`src/rtl/lib_seq_ctrl.sv`:
```
// lib_seq_ctrl: run sequencer (reset hold, warm-up, gated run, bypass, stop) for a counter datapath
// Define SEQ_TIMEOUT_EN to build the no-wrap timeout fault that drives ERR.
module lib_seq_ctrl #(
  parameter int WIDTH = 3,
  parameter int RST_CYCLES = 4,
  parameter int WARM_CYCLES = 2,
  parameter int RUN_WRAPS = 3,
  parameter int TIMEOUT = 64
) (
  input  logic             CLK,
  input  logic             RST_B,
  input  logic             START,
  input  logic             STOP,
  input  logic             BYP_REQ,
  input  logic [WIDTH-1:0] BYP_VAL,
  input  logic [WIDTH-1:0] CNTR_IN,
  output logic             CNTR_RST_B,
  output logic             SELECT_3,
  output logic             EN_G,
  output logic [WIDTH-1:0] BYPASS,
  output logic             BUSY,
  output logic             DONE,
  output logic [7:0]       WRAP_CNT,
  output logic             ERR
);
  typedef enum logic [2:0] {IDLE, RESET, WARM, RUN, BYP, STOPG} state_t;
  state_t state;
  logic [7:0] cnt;
  logic [WIDTH-1:0] prev;
  logic active, wrap, done_run, tmo;
  logic [7:0] wrap_nxt;
  assign active = state == RUN || state == BYP;
  assign wrap = active && &prev && CNTR_IN == '0;
  assign wrap_nxt = WRAP_CNT + {7'd0, wrap && WRAP_CNT != 8'hff};
  assign done_run = RUN_WRAPS != 0 && {24'd0, wrap_nxt} >= RUN_WRAPS;
`ifdef SEQ_TIMEOUT_EN
  logic [31:0] tcnt;
  assign tmo = active && !wrap && tcnt == 32'(TIMEOUT - 1);
`else
  assign tmo = 1'b0;
  assign ERR = 1'b0;
`endif
  always_ff @(posedge CLK) begin
    if (!RST_B) begin
      state <= IDLE;
      CNTR_RST_B <= 1'b0;
      SELECT_3 <= 1'b1;
      EN_G <= 1'b0;
      BYPASS <= '0;
      BUSY <= 1'b0;
      DONE <= 1'b0;
      WRAP_CNT <= 8'd0;
      cnt <= 8'd0;
      prev <= '0;
`ifdef SEQ_TIMEOUT_EN
      tcnt <= 32'd0;
      ERR <= 1'b0;
`endif
    end else begin
      prev <= CNTR_IN;
      DONE <= 1'b0;
      case (state)
        IDLE: begin
          CNTR_RST_B <= !START;
          EN_G <= 1'b0;
          SELECT_3 <= 1'b1;
          BUSY <= START;
          if (START) begin
            state <= RESET;
            WRAP_CNT <= 8'd0;
            cnt <= 8'd0;
`ifdef SEQ_TIMEOUT_EN
            tcnt <= 32'd0;
            ERR <= 1'b0;
`endif
          end
        end
        RESET: begin
          if (STOP) begin
            state <= STOPG;
            CNTR_RST_B <= 1'b1;
          end else if (cnt == 8'(RST_CYCLES - 1)) begin
            state <= WARM;
            CNTR_RST_B <= 1'b1;
            cnt <= 8'd0;
          end else cnt <= cnt + 8'd1;
        end
        WARM: begin
          if (STOP) state <= STOPG;
          else if (cnt == 8'(WARM_CYCLES - 1)) begin
            state <= RUN;
            EN_G <= 1'b1;
          end else cnt <= cnt + 8'd1;
        end
        RUN, BYP: begin
          WRAP_CNT <= wrap_nxt;
`ifdef SEQ_TIMEOUT_EN
          tcnt <= wrap ? 32'd0 : tcnt + 32'd1;
          ERR <= ERR | tmo;
`endif
          // stop and run completion both outrank a bypass request
          if (STOP || done_run || tmo) begin
            state <= STOPG;
            EN_G <= 1'b0;
            SELECT_3 <= 1'b1;
          end else if (BYP_REQ) begin
            state <= BYP;
            SELECT_3 <= 1'b0;
            if (state == RUN) BYPASS <= BYP_VAL;
          end else begin
            state <= RUN;
            SELECT_3 <= 1'b1;
          end
        end
        STOPG: begin
          state <= IDLE;
          DONE <= 1'b1;
          BUSY <= 1'b0;
          CNTR_RST_B <= 1'b1;
        end
        default: state <= IDLE;
      endcase
    end
  end
endmodule

```
`config.mk`:
```
export PLATFORM = sky130hd
export DESIGN_NAME = lib_seq_ctrl
export DESIGN_NICKNAME = d
export VERILOG_FILES = /design/src/rtl/lib_seq_ctrl.sv
export SDC_FILE = /design/constraint.sdc
export NUM_CORES = 1
export LEC_CHECK = 0
export BUFFER_PORTS_ARGS = -buffer_cell sky130_fd_sc_hd__buf_2
export CAP_MARGIN = 10
export CORE_ASPECT_RATIO = 1.4
export CORE_MARGIN = 5
export CORE_UTILIZATION = 45
export DETAILED_ROUTE_END_ITERATION = 10
export PLACE_DENSITY = 0.72
export RECOVER_POWER = 25
export SLEW_MARGIN = 5
export SYNTH_ARGS = -nofsm -noshare
export SYNTH_HDL_FRONTEND = slang
export SYNTH_SLANG_ARGS = --single-unit
```
`constraint.sdc`:
```
create_clock -name CLK -period 5.79 [get_ports CLK]
set_input_delay 0.8685 -clock CLK [delete_from_list [all_inputs] [get_ports CLK]]
set_output_delay 0.8685 -clock CLK [all_outputs]
set_load 0.1 [all_outputs]
```
# After elaboration in Yosys (flattened, before gate mapping)
# Cells that the tools add are included.
classes:
  add_sub_neg: 2
  order_cmp: 1
  eq_ne: 16
  n_mux: 27
  bitwise: 1
  n_reduce_logical: 21
op_table:
  columns: ["operator", "n"]
  rows:
  - ["2-to-1 mux 8 bit", 5]
  - ["case mux 8 bit (3 select lines)", 1]
  - ["2-to-1 mux 3 bit", 7]
  - ["case mux 8 bit (2 select lines)", 1]
  - ["!= test 2 bit (second input constant)", 6]
  - ["case mux 3 bit (4 select lines)", 1]
  - ["nonzero test 3 bit", 3]
  - ["adder 8 x 1 -> 8 bit", 1]
  - ["adder 8 x 1 -> 8 bit (second input constant)", 1]
  - ["equality test 8 x 1 -> 1 bit (second input constant)", 1]
  - ["equality test 8 x 2 -> 1 bit (second input constant)", 1]
  - ["greater-or-equal comparator 8 x 2 -> 1 bit (second input constant)", 1]
  - ["2-to-1 mux 1 bit", 8]
  - ["!= test 8 bit (second input constant)", 1]
  - ["AND reduction 4 bit", 2]
  - ["equality test 3 x 2 -> 1 bit (second input constant)", 2]
  - ["equality test 3 bit (second input constant)", 2]
  - ["logical NOT 3 bit", 2]
  - ["!= test 3 bit (second input constant)", 2]
  - ["case mux 1 bit (3 select lines)", 2]
  - ["AND reduction 3 bit", 2]
  - ["AND reduction 5 bit", 1]
  - ["case mux 1 bit (2 select lines)", 2]
  - ["AND reduction 2 bit", 2]
  - ["7 further kinds", 11]
totals:
  ff_bits: 30
  in_bits: 11
  output_inout_bits: 17
  word_cells: 78

# Depth between registers and ports, before layout
# Gate-level depths: netlist of run 1.
logic_depth:
  depth_word: 10
  mapped_depth: 12
  mapped_depth_nobuf: 10

# Worst setup path before layout of run 1
# Ideal clock, no wire load.
synth_path:
  kind: "register to register"
  start: "register WRAP_CNT[4]"
  end: "register EN_G"
  setup_time_ns: 0.080
  arrival_time_ns: 3.256
  required_ns: 5.710
  path_slack_ns: 2.454
  stages_incl_launch_ff: 12
  n_path_buf: 1
  synth_period_minus_slack_ns: 3.336
  cell_sequence: "dfxtp_1 -> buf_2 -> nand3_1 -> or2_2 -> nor2_1 -> nor3_1 -> ha_1 -> and4_1 -> a311oi_2 -> a31oi_4 -> or3_1 -> a211oi_2"
synth_between:
  elab_chain_len: 7
synth_lines:
  columns: ["item", "line", "text"]
  rows:
  - ["from (decl)", "23", "output logic [7:0] WRAP_CNT,"]
  - ["from (signal assigned)", "96", "WRAP_CNT <= wrap_nxt;"]
  - ["!= test 8 bit", "34", "assign wrap_nxt = WRAP_CNT + {7'd0, wrap && WRAP_CNT != 8'hff};"]
  - ["logical AND 1 bit", "34", null]
  - ["adder 8 x 1 -> 8 bit (*)", "34", null]
  - ["greater-or-equal comparator 8 x 2 -> 1 bit (*)", "35", "assign done_run = RUN_WRAPS != 0 && {24'd0, wrap_nxt} >= RUN_WRAPS;"]
  - ["logical OR 1 bit (*)", "102", "if (STOP || done_run || tmo) begin"]
  - ["!= test 2 bit (no line) (*)", null, null]
  - ["AND reduction 4 bit (no line) (*)", null, null]
  - ["to (signal assigned)", "48", "EN_G <= 1'b0;"]
  - ["to (signal assigned)", "65", "EN_G <= 1'b0;"]
  - ["to (signal assigned)", "104", "EN_G <= 1'b0;"]
  - ["to (decl)", "19", "output logic EN_G,"]
# Mark *: on every way between the ends. The rest lies on a longest branch, timed or not.
# A chain may end at the register's enable or synchronous reset.

# Worst setup path in the final report of run 1
layout_path:
  start: "register state[2]"
  end: "register BYPASS[0]"
layout_between:
  elab_chain_len: 10
  word_cells_on_any_way: 12
  classes_between: "1 x add/sub; 1 x order compare; 2 x eq/ne; 1 x bitwise; 7 x reduce/logical"
layout_lines:
  columns: ["item", "line", "text"]
  rows:
  - ["from (decl)", "27", "state_t state;"]
  - ["from (signal assigned)", "45", "state <= IDLE;"]
  - ["from (signal assigned)", "69", "state <= RESET;"]
  - ["from (signal assigned)", "80", "state <= STOPG;"]
  - ["equality test 3 x 2 -> 1 bit / equality test 3 bit (equally long branches)", "32, 62, 109", null]
  - ["logical OR 1 bit", "32", "assign active = state == RUN || state == BYP;"]
  - ["logical AND 1 bit (2 in series)", "33", "assign wrap = active && &prev && CNTR_IN == '0;"]
  - ["logical AND 1 bit", "34", null]
  - ["adder 8 x 1 -> 8 bit", "34", null]
  - ["greater-or-equal comparator 8 x 2 -> 1 bit", "35", null]
  - ["logical OR 1 bit", "102", null]
  - ["inverter 1 bit (no line)", null, null]
  - ["AND reduction 4 bit (no line) (*)", null, null]
  - ["to (signal assigned)", "49", "BYPASS <= '0;"]
  - ["to (signal assigned)", "109", "if (state == RUN) BYPASS <= BYP_VAL;"]
  - ["to (decl)", "20", "output logic [WIDTH-1:0] BYPASS,"]
# Marks and branches as above.

==> results of run 1 <==
[where the power goes]
group / switching (mW) / total [mW] / internal (mW)
sequential: 0.0187 / 0.236 / 0.217
clock: 0.0763 / 0.172 / 0.0957
combinational: 0.116 / 0.172 / 0.0565
total: 0.211 / 0.580 / 0.369
[sequential cells by signal, indices dropped and copies added, names as in the netlist]
signal and count:
WRAP_CNT 8, BUSY 1, state 3, cnt 8, BYPASS 3, EN_G 1, SELECT_3 1, DONE 1
prev 3, CNTR_RST_B 1
[per-layer routing]
metal  part of all wire [%]  wire [um]
met4                    1.7         76
met3                    3.3        148
met2                     55       2436
met1                     40       1788
met5                      0          0
[kinds of logic (layout without fill, tap and decap cells)]
group	Yosys count	count (layout)	share of synthesized area (%)
DFF	30	30	31.89
adders and majority gates	4	4	2.658
AOI/OAI and AO/OA	65	65	24.78
buffers and inverters	16	38	5.182
xor gates and xnor gates	2	2	0.9304
other	1	1	0.1991
muxes	3	3	1.595
and+or+nand+nor	106	106	32.76
[critical path: stages (launching register included)]
cell and delay [ns]:
dfxtp_1 0.60, and3b_1 0.32, a21oi_1 0.63, nor3_1 0.18, ha_1 0.36, nor2b_1 0.14, o21ai_0 0.15, o211ai_1 0.25
nor4_4 0.46, mux2i_1 0.22
[cell type report]
| cell class | instances | share of cell area [%] |
|---|---|---|
| inverters | 4 | 0.7251 |
| clock inverters | 1 | 0.2417 |
| well taps | 43 | 2.598 |
| repair buffers | 26 | 6.163 |
| clock buffers | 7 | 4.169 |
| multi-input cells | 181 | 57.10 |
| flip-flops and latches | 30 | 29.00 |
[cells in the mapped netlist, types with 2 or more instances]
master / number
nor4_1: 3
mux2i_1: 3
a21o_1: 3
nand3b_1: 3
buf_6: 3
nand4b_1: 2
buf_2: 3
ha_1: 4
nand2b_4: 2
inv_1: 4
o21ai_2: 2
nand2_1: 29
a311oi_1: 2
nor2_2: 2
clkbuf_1: 3
o211ai_1: 3
nor2_1: 14
or2_2: 2
o21a_1: 3
nand3_1: 10
o22ai_1: 3
dfxtp_1: 30
a31oi_1: 2
and3b_1: 2
buf_4: 3
o21ai_1: 4
a22oi_1: 2
nor3_1: 4
or3_1: 6
nor4b_1: 2
nor2b_1: 5
nand2b_1: 2
a21oi_1: 16
and3_1: 4
o21ai_0: 11
and2_1: 3
[through the flow]
step	util, %	worst slack, ns	area [um2]
after floorplan	-	2.454	1883
after global placement	49.78	2.420	1984
after detailed placement	49.78	2.356	1984
after CTS	52.07	2.397	2076
after global routing	51.95	2.117	2071
final	51.95	2.396	2071
[path summary, 6_finish.rpt]
check                                            start                endpoint  slack [ns]  cells past startpoint
worst max-delay path             state[2]$_SDFFE_PN0P_  BYPASS[0]$_SDFFE_PN0P_        2.40                      9
worst min-delay path            BYPASS[1]$_SDFFE_PN0P_  BYPASS[1]$_SDFFE_PN0P_        0.46                      2
worst max register to register   state[2]$_SDFFE_PN0P_  BYPASS[0]$_SDFFE_PN0P_        2.40                      9
worst min register to register  BYPASS[1]$_SDFFE_PN0P_  BYPASS[1]$_SDFFE_PN0P_        0.46                      2
==> reports/qor.csv, run 1 <==
metric;value;unit
DRT Pass-1 Iters;6;
die outline area;5597;um2
leakage;0.7794;nW
commonest non-fill, non-tap cells in the layout;30 x dfxtp_1, 29 x nand2_1, 24 x buf_2, 16 x a21oi_1, 14 x nor2_1;
antenna violations before repair;0;
number of synthesized flops with an enable pin;0;
fin. max-slew vios;0;
post-route fraction of the period consumed by the critical path;58.62;%
sequential fraction of the synthesis area;31.89;%
Post-CTS Resized;0;
met1 Usage GRT;16.63;%
H-tree depth;2;
placed wire-length estimate;3384;um
pin count of the biggest net entering global routing;24;
number of distinct library cell variants in the gate-level netlist after synthesis;64;
# IOs;28;
latest clock arrival within the worst-skew pair;0.28;ns
overall power after layout;0.5800;mW
final worst clock skew;0.01086;ns
Routability Congestion;0.8991;
met2 track demand over resource in global routing;32.42;%
CTS max path bufs;2;
Diodes inserted;0;
Final nets;263;
Setup Buffers After CTS;0;
CP max FO;12;
biggest area contributors in the synthesized netlist;dfxtp_1 32%, nand2_1 5.8%, a21oi_1 4.3%, o21ai_0 2.9%, nor2_1 2.8%;
highest clock frequency the design can meet;294.6;MHz
Hold Path Class;reg -> reg;
Storage cell area;600.6;um2
setup repair after global routing missed its margin;no;
Worst-Margin Slew;1.162;ns
die width;64.67;um
wire length of the first global-routing pass;7514;um
final-layout fill cell count;413;
Hold Worst Slack;0.4588;ns
worst supply voltage drop on vdd;0.1404;mV
endpoint class of the critical path;flip-flop;
number of nets still failing antenna checks after routing;0;
shortest period the worst path allows;3.394;ns
clock sink count;30;
placed cell count;284;
final-report hold violation count;0;
port buffer count;26;
CTS hold repair buffers;0;
Synth area leader;dfxtp_1;
average cell area after synthesis;8.295;um2
clock tree from TritonCTS;yes;
Worst Path Arrival;3.60;ns
global route total overflow;0;
Mapped Nets;242;
Seq cells post-synth;30;
netlist area before placement;1883;um2
vertical extent of the die;86.54;um
leading cell type in the layout, fill and taps excluded;dfxtp_1;
vias per inst;5.962;
area of the multi-input gates;1182;um2
routed wirelength normalized by instance count;15.24;um
area share of the leading cell type in the synthesized netlist;31.89;%
Finished Layout Cells;292;
most heavily used metal layer in global routing;met2;
synthesized netlist cell count;227;
sum of negative setup slack;0;ns
most used flip-flop cell after synthesis;dfxtp_1;
run status;completed;
number of design-rule violations left by the first detailed-router iteration;77;
TritonCTS Buffers;5;
number of core rows;27;
global-route track usage on met3;4.799;%
Power Density;280.1;nW/um2
Initial Util;47.24;%
Data required, critical path;6.00;ns
clock transition at the registers of the reported paths;0.06;ns
all-layer global routing usage;16.98;%
cell chosen for the clock root;clkbuf_8;
routed vias;1741;
setup violators final;0;
number of max-capacitance violations reported;0;
placeable core area;3986;um2
share of post-route cells with drive strength above 1;20.48;%
Synth Warn #;0;
type of origin of the critical path;flip-flop;
routed wire length;4449;um
async set-or-reset flop fraction in the synthesized netlist;0;%
type of the setup path with the least slack;reg -> reg;
number of global-route vias before repair;1709;
relative max-transition margin;22.86;%
post-route DRC violation count;0;
layout overhead on the synthesized area;9.967;%
(Power assumes the default switching activity.)
==> run 2, diff against run 1 <==
Settings changed: PLACE_DENSITY 0.72 to 0.75.
Clock period 5.79 ns to 2.8 ns, I/O delays scaled along.
==> run 2 against run 1 <==
Setup slack got worse by 2.2 ns. Sequential power increased by 95%. Clock power increased by 110%. Core utilization increased by 4.9 points. Register-to-register slack got worse by 2.2 ns. Wire length increased by 1.6%. Final cell count increased by 7.2%. Total power increased by 110%. Critical path type unchanged. Cell area increased by 9.5%.
==> reports/qor.csv, run 2 (synthesis results as in run 1) <==
metric;value;unit;change
run status;completed;;
CTS max path bufs;2;;unchanged
clock transition at the registers of the reported paths;0.06;ns;about the same
Hold Path Class;in -> reg;;
Data required, critical path;3.00;ns;-3.00 ns
CP max FO;7;;-5
type of the setup path with the least slack;reg -> reg;;
worst min-delay path startpoint;CNTR_IN[2];;
number of core rows;27;;unchanged
post-route fraction of the period consumed by the critical path;94.09;%;+35 points
port buffer count;26;;unchanged
worst supply voltage drop on vdd;0.2629;mV;+87%
clock tree from TritonCTS;yes;;
# IOs;28;;unchanged
latest clock arrival within the worst-skew pair;0.28;ns;about the same
fin. max-slew vios;0;;unchanged
leading cell type in the layout, fill and taps excluded;nand2_1;;
finished layout cell area;2267;um2;+9.5%
leakage;0.8675;nW;+11%
highest clock frequency the design can meet;379.6;MHz;+29%
Register-to-Register Path Depth;11;;+2
Post-Place Worst Slack;-0.09331;ns;-2.450 ns
shortest period the worst path allows;2.634;ns;-0.7599 ns
wire length of the first global-routing pass;7859;um;+4.6%
Final nets;284;;+8.0%
final worst clock skew;0.004362;ns;-0.006500 ns
final-layout fill cell count;377;;-8.7%
routed wire length;4520;um;+1.6%
number of max-capacitance violations reported;0;;unchanged
H-tree depth;2;;unchanged
placeable core area;3986;um2;unchanged
vertical extent of the die;86.54;um;unchanged
global route total overflow;0;;unchanged
Worst Path Arrival;2.84;ns;-0.76 ns
reg-to-reg critical path startpoint;WRAP_CNT[5]$_SDFFE_PN0P_;;
Power Density;539.7;nW/um2;+93%
layout overhead on the synthesized area;20.40;%;
relative max-transition margin;22.20;%;-0.65 points
clock sink count;30;;unchanged
Finished Layout Cells;313;;+7.2%
crit path launch;WRAP_CNT[5]$_SDFFE_PN0P_;;
cell chosen for the clock root;clkbuf_8;;
final-report hold violation count;0;;unchanged
Initial Util;47.24;%;unchanged
share of post-route cells with drive strength above 1;29.26;%;+8.8 points
end of the worst register-to-register path;BYPASS[1]$_SDFFE_PN0P_;;
number of global-route vias before repair;1766;;+3.3%
R2R Setup Slk;0.17;ns;-2.23 ns
Worst Slack Setup Final;0.1656;ns;-2.230 ns
pin count of the biggest net entering global routing;24;;unchanged
Diodes inserted;0;;unchanged
Hold Crit Endpoint;prev[2]$_SDFF_PN0_;;
sum of negative setup slack;0;ns;unchanged
cell area reported after detailed placement;2157;um2;+8.7%
number of nets still failing antenna checks after routing;0;;unchanged
routed vias;1807;;+3.8%
Routability Congestion;0.8469;;-5.8%
Worst-Margin Slew;1.172;ns;+0.009820 ns
commonest non-fill, non-tap cells in the layout;29 x nand2_1, 22 x dfxtp_1, 20 x buf_4, 19 x buf_2, 16 x a21oi_1;;
all-layer global routing usage;17.64;%;+0.66 points
worst hold path depth;2;;unchanged
placed cell count;303;;+6.7%
setup violators final;0;;unchanged
setup repair after global routing missed its margin;yes;;
vias per inst;5.773;;-3.2%
die width;64.67;um;unchanged
die outline area;5597;um2;unchanged
number of design-rule violations left by the first detailed-router iteration;158;;+110%
placed wire-length estimate;3444;um;+1.8%
routed wirelength normalized by instance count;14.44;um;-5.2%
Hold Worst Slack;0.3559;ns;-0.1029 ns
antenna violations before repair;0;;unchanged
DRT Pass-1 Iters;4;;-2
type of origin of the critical path;flip-flop;;
post-route DRC violation count;0;;unchanged
TritonCTS Buffers;5;;unchanged
biggest regs;WRAP_CNT: 8 flops, cnt: 8 flops;;
endpoint class of the critical path;flip-flop;;
-- run 2: metrics by stage --
step / power, mW / utilization [%]
finish: 1.224 / 56.87
global route: 1.303 / 56.87
CTS: 1.241 / 56.40
detailed placement: 0.8787 / 54.11
global placement: 0.8760 / 54.11
floorplan: 0.7923 / -
-- run 2: where the power goes --
part           internal [mW]  leakage (nW)  switching, mW
logic                  0.138         0.570          0.269
clock network          0.198        0.0482          0.157
registers              0.445         0.249         0.0165
total                  0.780         0.867          0.443
-- run 2: how the worst max path moves through the flow --
| stage | end | slack, ns | cells after the start |
|---|---|---|---|
| 2_1_floorplan | EN_G$_SDFFE_PN0P_ | 0.003 | 10 |
| 6_report | BYPASS[1]$_SDFFE_PN0P_ | 0.17 | 11 |
| 3_5_place_dp | state[0]$_SDFFE_PN0P_ | -0.09 | 11 |
| 5_1_grt | state[0]$_SDFFE_PN0P_ | -0.001 | 12 |
| 4_1_cts | BYPASS[1]$_SDFFE_PN0P_ | 0.12 | 11 |
| 3_3_place_gp | state[0]$_SDFFE_PN0P_ | -0.004 | 12 |
-- run 2: worst max-delay path: stages (launching register included) --
cell      delay [ns]
dfxtp_2         0.39
nand3_1         0.09
or2_2           0.32
nor2_2          0.13
nor3_2          0.06
ha_1            0.21
buf_4           0.15
nor2b_1         0.12
o21ai_0         0.15
o211ai_1        0.27
nor4_4          0.43
mux2i_1         0.24
-- run 2: per-layer routing --
metal / vias up / routed length (um) / part of all wire [%] / global-route usage [%]
met4: 0 / 55 / 1.2 / 5.192
li1: 915 / - / - / -
met5: - / 0 / 0 / 0
met1: 860 / 1737 / 38 / 18.51
met2: 25 / 2580 / 57 / 34.02
met3: 7 / 147 / 3.3 / 4.410
-- run 2: layout make-up --
cell class	instances	area, um2	share of cell area, %
clock buffers	7	86.33	3.808
clock inverters	1	5.005	0.2208
inverters	4	15.01	0.6623
multi-input cells	181	1195	52.70
flip-flops and latches	30	620.6	27.37
well taps	43	53.80	2.373
repair buffers	47	291.5	12.86
-- run 2: what timing repair did --
| item | in CTS | in global routing |
|---|---|---|
| hold endpoints to repair | 0 | 0 |
| setup endpoints to repair | 0 | 5 |
| hold buffers | 0 | 0 |
| setup buffers | 0 | 2 |
| gates resized for setup | 0 | 4 |
